[src/rtl/psi_result_reader_pkg.sv]
// Shared types and width helpers for the PSI result reader.
package psi_result_reader_pkg;

  // Reader state encoding.
  typedef enum logic [1:0] {
    IDLE = 2'd0,
    SCAN = 2'd1,
    EMIT = 2'd2,
    DONE = 2'd3
  } state_t;

  // Default array geometry.
  localparam int DEF_W = 2;
  localparam int DEF_K = 2;

  // Width of an index into a K-word array (at least one bit).
  function automatic int idx_width(input int k);
    return (k > 1) ? $clog2(k) : 1;
  endfunction

  // Width of a counter that must reach K.
  function automatic int cnt_width(input int k);
    return $clog2(k + 1);
  endfunction

  localparam int IDXW = idx_width(DEF_K);
  localparam int CNTW = cnt_width(DEF_K);

endpackage

[src/rtl/psi_result_reader_if.sv]
// Capture request, result array and streaming handshake of the PSI result reader.
interface psi_result_reader_if #(
  parameter int W = 2,
  parameter int K = 2
);
  import psi_result_reader_pkg::*;

  logic                    load;
  logic [W*K-1:0]          in_array;
  logic                    busy;
  logic                    out_valid;
  logic                    out_ready;
  logic [W-1:0]            out_data;
  logic                    out_last;
  logic [cnt_width(K)-1:0] count;
  logic                    done;

  // Producer of the array and consumer of the stream.
  modport master (
    output load, in_array, out_ready,
    input  busy, out_valid, out_data, out_last, count, done
  );

  // The reader itself.
  modport slave (
    input  load, in_array, out_ready,
    output busy, out_valid, out_data, out_last, count, done
  );
endinterface

[src/rtl/psi_more_detect.sv]
// Lookahead: does any later slot hold a nonzero value different from the current one?
module psi_more_detect
  import psi_result_reader_pkg::*;
#(
  parameter int W = 2,
  parameter int K = 2
) (
  input  logic [W*K-1:0]          arr,
  input  logic [idx_width(K)-1:0] idx,
  output logic                    more
);

  logic [W-1:0] cur;
  logic [K-1:0] hit;

  assign cur = W'(arr >> (int'(idx) * W));

  // One compare per slot; a slot counts only if it lies beyond idx.
  always_comb begin
    hit = {K{1'b0}};
    for (int j = 0; j < K; j++) begin
      hit[j] = (j > int'(idx)) &&
               (arr[j*W +: W] != {W{1'b0}}) &&
               (arr[j*W +: W] != cur);
    end
  end

  assign more = |hit;

endmodule

[src/rtl/psi_result_reader.sv]
// Walks a captured ascending PSI result array and streams its distinct
// nonzero members over valid/ready, flagging the last one.
module psi_result_reader
  import psi_result_reader_pkg::*;
#(
  parameter int W = 2,
  parameter int K = 2
) (
  input  logic                      clk,
  input  logic                      rst,
  psi_result_reader_if.slave        bus
);

  localparam int IW = idx_width(K);
  localparam int CW = cnt_width(K);

  state_t          state;
  logic [W*K-1:0]  arr;
  logic [IW-1:0]   idx;
  logic [W-1:0]    prev;
  logic [W-1:0]    cur;
  logic            more;
  logic            emitable;

  logic            busy;
  logic            out_valid;
  logic [W-1:0]    out_data;
  logic            out_last;
  logic [CW-1:0]   count;
  logic            done;

  assign cur = W'(arr >> (int'(idx) * W));

  // Zero marks an empty slot; a repeat of the last sent member is a duplicate.
  assign emitable = (cur != {W{1'b0}}) &&
                    ((count == {CW{1'b0}}) || (cur != prev));

  psi_more_detect #(.W(W), .K(K)) u_more (
    .arr  (arr),
    .idx  (idx),
    .more (more)
  );

  // Reader FSM with all outputs registered.
  always_ff @(posedge clk or posedge rst) begin
    if (rst) begin
      state     <= IDLE;
      arr       <= {(W*K){1'b0}};
      idx       <= {IW{1'b0}};
      prev      <= {W{1'b0}};
      busy      <= 1'b0;
      out_valid <= 1'b0;
      out_data  <= {W{1'b0}};
      out_last  <= 1'b0;
      count     <= {CW{1'b0}};
      done      <= 1'b0;
    end else begin
      case (state)
        IDLE: begin
          done <= 1'b0;
          if (bus.load) begin
            arr   <= bus.in_array;
            count <= {CW{1'b0}};
            idx   <= {IW{1'b0}};
            prev  <= {W{1'b0}};
            busy  <= 1'b1;
            state <= SCAN;
          end
        end
        SCAN: begin
          if (emitable) begin
            out_valid <= 1'b1;
            out_data  <= cur;
            out_last  <= ~more;
            state     <= EMIT;
          end else if (idx == IW'(K - 1)) begin
            busy  <= 1'b0;
            done  <= 1'b1;
            state <= DONE;
          end else begin
            idx <= idx + IW'(1);
          end
        end
        EMIT: begin
          if (bus.out_ready) begin
            out_valid <= 1'b0;
            out_last  <= 1'b0;
            count     <= count + CW'(1);
            prev      <= out_data;
            if (out_last) begin
              busy  <= 1'b0;
              done  <= 1'b1;
              state <= DONE;
            end else begin
              idx   <= idx + IW'(1);
              state <= SCAN;
            end
          end
        end
        DONE: begin
          done  <= 1'b0;
          state <= IDLE;
        end
        default: begin
          busy      <= 1'b0;
          out_valid <= 1'b0;
          out_last  <= 1'b0;
          done      <= 1'b0;
          state     <= IDLE;
        end
      endcase
    end
  end

  assign bus.busy      = busy;
  assign bus.out_valid = out_valid;
  assign bus.out_data  = out_data;
  assign bus.out_last  = out_last;
  assign bus.count     = count;
  assign bus.done      = done;

endmodule

[src/flat_wrapper.sv]
// flat-port wrapper written by rule: the top's interface ports become plain ports
module psi_result_reader_flat import psi_result_reader_pkg::*;
#(
  parameter int W = 2,
  parameter int K = 2
)
  (clk, rst, bus_load, bus_in_array, bus_out_ready, bus_busy, bus_out_valid, bus_out_data, bus_out_last, bus_count, bus_done);
  psi_result_reader_if #(.W(W), .K(K)) bus_i ();
  input  logic clk;
  input  logic rst;
  input wire logic [$bits(bus_i.load)-1:0] bus_load;
  input wire logic [$bits(bus_i.in_array)-1:0] bus_in_array;
  input wire logic [$bits(bus_i.out_ready)-1:0] bus_out_ready;
  output wire logic [$bits(bus_i.busy)-1:0] bus_busy;
  output wire logic [$bits(bus_i.out_valid)-1:0] bus_out_valid;
  output wire logic [$bits(bus_i.out_data)-1:0] bus_out_data;
  output wire logic [$bits(bus_i.out_last)-1:0] bus_out_last;
  output wire logic [$bits(bus_i.count)-1:0] bus_count;
  output wire logic [$bits(bus_i.done)-1:0] bus_done;
  assign bus_i.load = bus_load;
  assign bus_i.in_array = bus_in_array;
  assign bus_i.out_ready = bus_out_ready;
  assign bus_busy = bus_i.busy;
  assign bus_out_valid = bus_i.out_valid;
  assign bus_out_data = bus_i.out_data;
  assign bus_out_last = bus_i.out_last;
  assign bus_count = bus_i.count;
  assign bus_done = bus_i.done;
  psi_result_reader #(.W(W), .K(K)) u_core (.clk(clk), .rst(rst), .bus(bus_i));
endmodule
[config.mk]
export PLATFORM = sky130hd
export DESIGN_NAME = psi_result_reader_flat
export DESIGN_NICKNAME = d
export VERILOG_FILES = /design/src/rtl/psi_result_reader_pkg.sv /design/src/rtl/psi_result_reader_if.sv /design/src/rtl/psi_more_detect.sv /design/src/rtl/psi_result_reader.sv /design/src/flat_wrapper.sv
export SDC_FILE = /design/constraint.sdc
export NUM_CORES = 1
export LEC_CHECK = 0
export CORE_MARGIN = 4
export CORE_UTILIZATION = 48
export DETAILED_ROUTE_END_ITERATION = 8
export PLACE_DENSITY = 0.84
export SKIP_CTS_REPAIR_TIMING = 1
export SLEW_MARGIN = 10
export SYNTH_ARGS = -nofsm -noshare
export SYNTH_HDL_FRONTEND = slang
export SYNTH_SLANG_ARGS = --single-unit
[constraint.sdc]
create_clock -name clk -period 2.2 [get_ports clk]
set_input_delay 0.22 -clock clk [delete_from_list [all_inputs] [get_ports clk]]
set_output_delay 0.22 -clock clk [all_outputs]
set_load 0.1 [all_outputs]
==> results of run 1 <==
[layer usage]
| metal | global-route usage | vias up |
|---|---|---|
| li1 | - | 504 |
| met4 | 0.0927 | 0 |
| met2 | 0.302 | 41 |
| met5 | 0 | - |
| met1 | 0.215 | 501 |
| met3 | 0.0317 | 10 |
[cell usage in the layout, fill, tap and decap left out, types with 5 or more instances in the layout]
cell and n:
clkdlybuf4s50_1 7, buf_4 16, dfrtp_1 14, o21ai_0 8
inv_1 8, nand2_1 9, nor2b_1 5, mux2_2 6
[final cells by class]
class	count	area (um^2)
flip-flops and latches	17	434
inverters	9	33.8
multi-input cells	91	696
clock buffers	3	22.5
repair buffers	23	190
well taps	28	35.0
fillers	191	860
clock inverters	1	5.00
[state kept, by name (all words and copies together) (netlist names)]
| register | cells |
|---|---|
| u_core.arr | 4 |
| u_core.bus.busy | 1 |
| u_core.bus.count | 2 |
| u_core.bus.done | 1 |
| u_core.bus.out_data | 2 |
| u_core.bus.out_last | 1 |
| u_core.bus.out_valid | 1 |
| u_core.idx | 1 |
| u_core.prev | 2 |
| u_core.state | 2 |
[path summary, 6_finish.rpt]
path / end / slack [ps]
setup / recovery: u_core.bus.out_data[0] / 110
hold / removal: u_core.idx / 290
setup reg to reg: u_core.bus.out_data[0] / 110
hold reg to reg: u_core.bus.count[0] / 560
max in group asynchronous: u_core.bus.count[0] / 1420
min in group clk: u_core.arr[0] / 520
[through the flow]
stage / setup WS, ps / std cells / cell area (um^2) / util / hold WS [ps]
3_3_place_gp: 200 / 168 / 1380 / 0.607 / 532
5_1_grt: 53.6 / 172 / 1420 / 0.622 / 337
3_5_place_dp: 149 / 168 / 1380 / 0.607 / 540
6_report: 109 / 172 / 1420 / 0.622 / 291
4_1_cts: 109 / 172 / 1410 / 0.620 / 318
2_1_floorplan: 9.50 / 122 / 1180 / - / 146
[logic make-up (layout without fill, tap and decap cells)]
kind of cell / Yosys count / count (layout) / synth area share
compound gates: 35 / 35 / 0.212
mux: 10 / 10 / 0.103
buf+inv: 14 / 36 / 0.0522
flops: 17 / 17 / 0.362
simple gates: 41 / 41 / 0.216
fa+ha+maj: 5 / 5 / 0.0533
==> run metrics, run 1 <==
post-DR wirelength/cell 16.5 um; #FFs+latches synth 17; met2 wire length between 1 and 1.5 mm; post-DP HPWL 2.12 mm; largest net degree at the start of global routing 18; initial antenna violation count 0; crit-path cells inv_2 > ha_2 > or3b_2 > o22a_1 > and4_4 > mux2_4; Slew Viols, Final 0; CP endpoint kind flip-flop; Buffers on Ports 15; final hold vios 0; outcome finished, final reports clean; Worst-path clk slew 110 ps; CTS max path bufs 2; Synth-to-Final Area Change 20.7%; crit path launch u_core.bus.count[0]; first-pass GRT wire length 4.53 mm; CP Depth 6; Top Ports 16; top-count cell post-synth dfrtp_1; diodes inserted 0; TritonCTS Sinks 17; CTS tree yes; Crit path arrival time 2290 ps; Setup crit start kind flip-flop; min-delay worst type in -> async; ys flop type dfrtp_1; metal3 WL 162 um; fin crit period 2090 ps; Routed met1 length 1.19 mm; total CTS buffers 3; Critical Path RT 2390 ps; DRC errors left 0; DIE WIDTH 57.4 um; WL final around 2.8 mm; Max Freq about 480 MHz; CP max stage cell or3b_2; Rel. slew slack 0.564; syn_area_per_cell slightly below 10 um^2; synth cell count leaders dfrtp_1, inv_1, nand2_1; post-synthesis cell count between 100 and 150; Fin Clk Skew just under 5 ps; area leader, netlist dfrtp_1; number of synthesized flops with an enable pin 0; reg-to-reg startpoint u_core.bus.count[0]; Max Fanout on Critical Path 6; Final period util 0.950; Total Die Area 3300 um^2; Post-synth ARST share 1.00; Final Wtd Congestion 0.945; post-synthesis cell type count 41; Synth top area share 0.362; final setup fails 0; via/cell ratio ~6.1; Final Net Count 158; Max stage delay on crit path 490 ps; Root Buffer clkbuf_4; sequential cell area fraction in the yosys report 0.362; Buf/Inv on CP 1; Site Rows 17; top sig layer met4; setup TNS 0 ps; Total GRT Usage 0.179; Initial Utilization 0.516; Routed Antenna Nets 0; CP top delay family simple AND/OR/NAND/NOR gates; Die Ht 57.4 um; R2R cell count 6; RSZ-0062 raised after global routing false; grt ovf 0; kind of critical path reg -> reg; via count 1056; share of cells above drive strength 1 0.285; dominant cells by area after synthesis dfrtp_1, mux2_2, ha_1; mapped cell area 1170 um^2; measured slew at the worst slew-check pin 653 ps; vias in the first global route between 900 and 1000; Warnings, synthesis 0; core box area 2280 um^2; worst skew pair latency ~300 ps; H-tree depth 1; drt pass-1 iters 4; syn nets 135; Max Cap Viol 0; DRT iter0 DRCs 50
Power of run 1 is not shown: default switching activity piles up to over one toggle a cycle in this logic, so the estimate is an artifact.
==> run 2, diff against run 1 <==
PLACE_DENSITY = 0.83   (was 0.84)
==> run 2 against run 1 <==
Count of clock-buffer cells in the layout unchanged. Worst setup slack better by 19 ps. Sequential cell count unchanged. First-iteration DRC count grew 18%. Die area is the same. Largest cell class unchanged. Highest routed layer unchanged.
==> run metrics, run 2 (synthesis gave the netlist of run 1 again) <==
most frequent cells in the layout buf_4, dfrtp_1, nand2_1, o21ai_0, inv_1; design area 1410 um^2 (-0.44%); Top reg by flops u_core.arr; Critical Path RT 2400 ps (about the same); worst skew pair latency 300 ps (about the same); first-pass GRT wire length 5.02 mm (+11%); DRC errors left 0 (unchanged); diodes inserted 0 (unchanged); largest net degree at the start of global routing 18 (unchanged); vias in the first global route 1083 (+13%); Top Ports 16 (unchanged); drt pass-1 iters 7 (+3); Total Die Area 3300 um^2 (unchanged); TritonCTS Sinks 17 (unchanged); WHS 300 ps (+9.22 ps); measured slew at the worst slew-check pin 679 ps (+26.4 ps); kind of critical path reg -> reg; Max Cap Viol 0 (unchanged); DRT iter0 DRCs 59 (+18%); Root Buffer clkbuf_4; Site Rows 17 (unchanged); R2R cell count 4 (-2); max FFs per register 4 (unchanged); setup TNS 0 ps (unchanged); total CTS buffers 3 (unchanged); outcome finished, final reports clean; Die Ht 57.4 um (unchanged); Max Fanout on Critical Path 8 (+2); Final Net Count 158 (unchanged); Placed Cells 168 (unchanged); commonest non-fill, non-tap cell in the layout buf_4; Fin Clk Skew 2.28 ps (-2.61 ps); CTS tree yes; Max Freq 483 MHz (+0.91%); CP max stage cell or4_1; H-tree depth 1 (unchanged); min-delay worst type in -> async; Slew Viols, Final 0 (unchanged); post-DP HPWL 2.22 mm (+4.6%); Initial Utilization 0.516 (unchanged); Routed Antenna Nets 0 (unchanged); initial antenna violation count 0 (unchanged); Buffers on Ports 15 (unchanged); non-filler instance count after layout 172 (unchanged); DIE WIDTH 57.4 um (unchanged); post-DR wirelength/cell 17.3 um (+4.7%); Final Wtd Congestion 0.878 (-7.1%); slack of the worst reg-to-reg path 130 ps (+20 ps); via/cell ratio 6.37 (+3.7%); core box area 2280 um^2 (unchanged); Crit path arrival time 2270 ps (-20 ps); share of cells above drive strength 1 0.278 (-0.00694); Max stage delay on crit path 630 ps (+140 ps); reg-to-reg startpoint u_core.idx; Rel. slew slack 0.547 (-0.0176); Setup crit start kind flip-flop; CTS max path bufs 2 (unchanged); Worst-path clk slew 110 ps (about the same); crit-path cells mux2i_2 > or4_1 > and4_4 > mux2_4; worst reg2reg endpoint u_core.bus.out_data[0]; Synth-to-Final Area Change 20.1%; Placed Area 1380 um^2 (unchanged); WL final 2.98 mm (+4.7%); Final period util 0.942 (-0.00862); CP endpoint kind flip-flop; final setup fails 0 (unchanged); final hold vios 0 (unchanged); fin crit period 2070 ps (-19.0 ps); via count 1095 (+3.7%); RSZ-0062 raised after global routing false; Total GRT Usage 0.195 (+0.0160); grt ovf 0 (unchanged)
==> run 2: cell type report <==
type | count | area, um^2
fillers | 196 | 866
multi-input cells | 91 | 689
flip-flops and latches | 17 | 434
repair buffers | 23 | 190
well taps | 28 | 35.0
inverters | 9 | 33.8
clock buffers | 3 | 22.5
clock inverters | 1 | 5.00
==> run 2: how the worst max path moves through the flow <==
| stage | endpoint | cells past startpoint | start | slack, ps |
|---|---|---|---|---|
| 3_5_place_dp | u_core.state[0] | 6 | u_core.bus.count[0] | 180 |
| 6_report | u_core.bus.out_data[0] | 4 | u_core.idx | 130 |
| 3_3_place_gp | u_core.state[0] | 6 | u_core.bus.count[0] | 190 |
| 4_1_cts | u_core.state[0] | 6 | u_core.bus.count[0] | 150 |
| 5_1_grt | u_core.bus.out_last | 6 | u_core.bus.count[1] | 60 |
| 2_1_floorplan | u_core.bus.out_data[0] | 6 | u_core.bus.count[1] | 10 |
==> run 2: critical path: cells and delay by family, from the launching register on <==
| family | cells | cell delay, ps |
|---|---|---|
| AND/OR/NAND/NOR | 2 | 910 |
| multiplexers | 2 | 540 |
| flip-flops | 1 | 510 |
==> run 2: stage by stage <==
| step | worst slack (ps) | utilization |
|---|---|---|
| final | 128 | 0.620 |
| after global routing | 56.4 | 0.620 |
| after CTS | 149 | 0.620 |
| after detailed placement | 176 | 0.607 |
| after global placement | 189 | 0.607 |
| after floorplan | 9.50 | - |
==> run 2: per-layer routing <==
metal | GRT usage | part of all wire | vias to the layer above
met5 | 0 | 0 | -
met4 | 0.0894 | 0.029 | 0
met3 | 0.0362 | 0.066 | 13
met2 | 0.323 | 0.49 | 51
met1 | 0.244 | 0.41 | 527
li1 | - | - | 504
Power of run 2 is left out for the same reason.
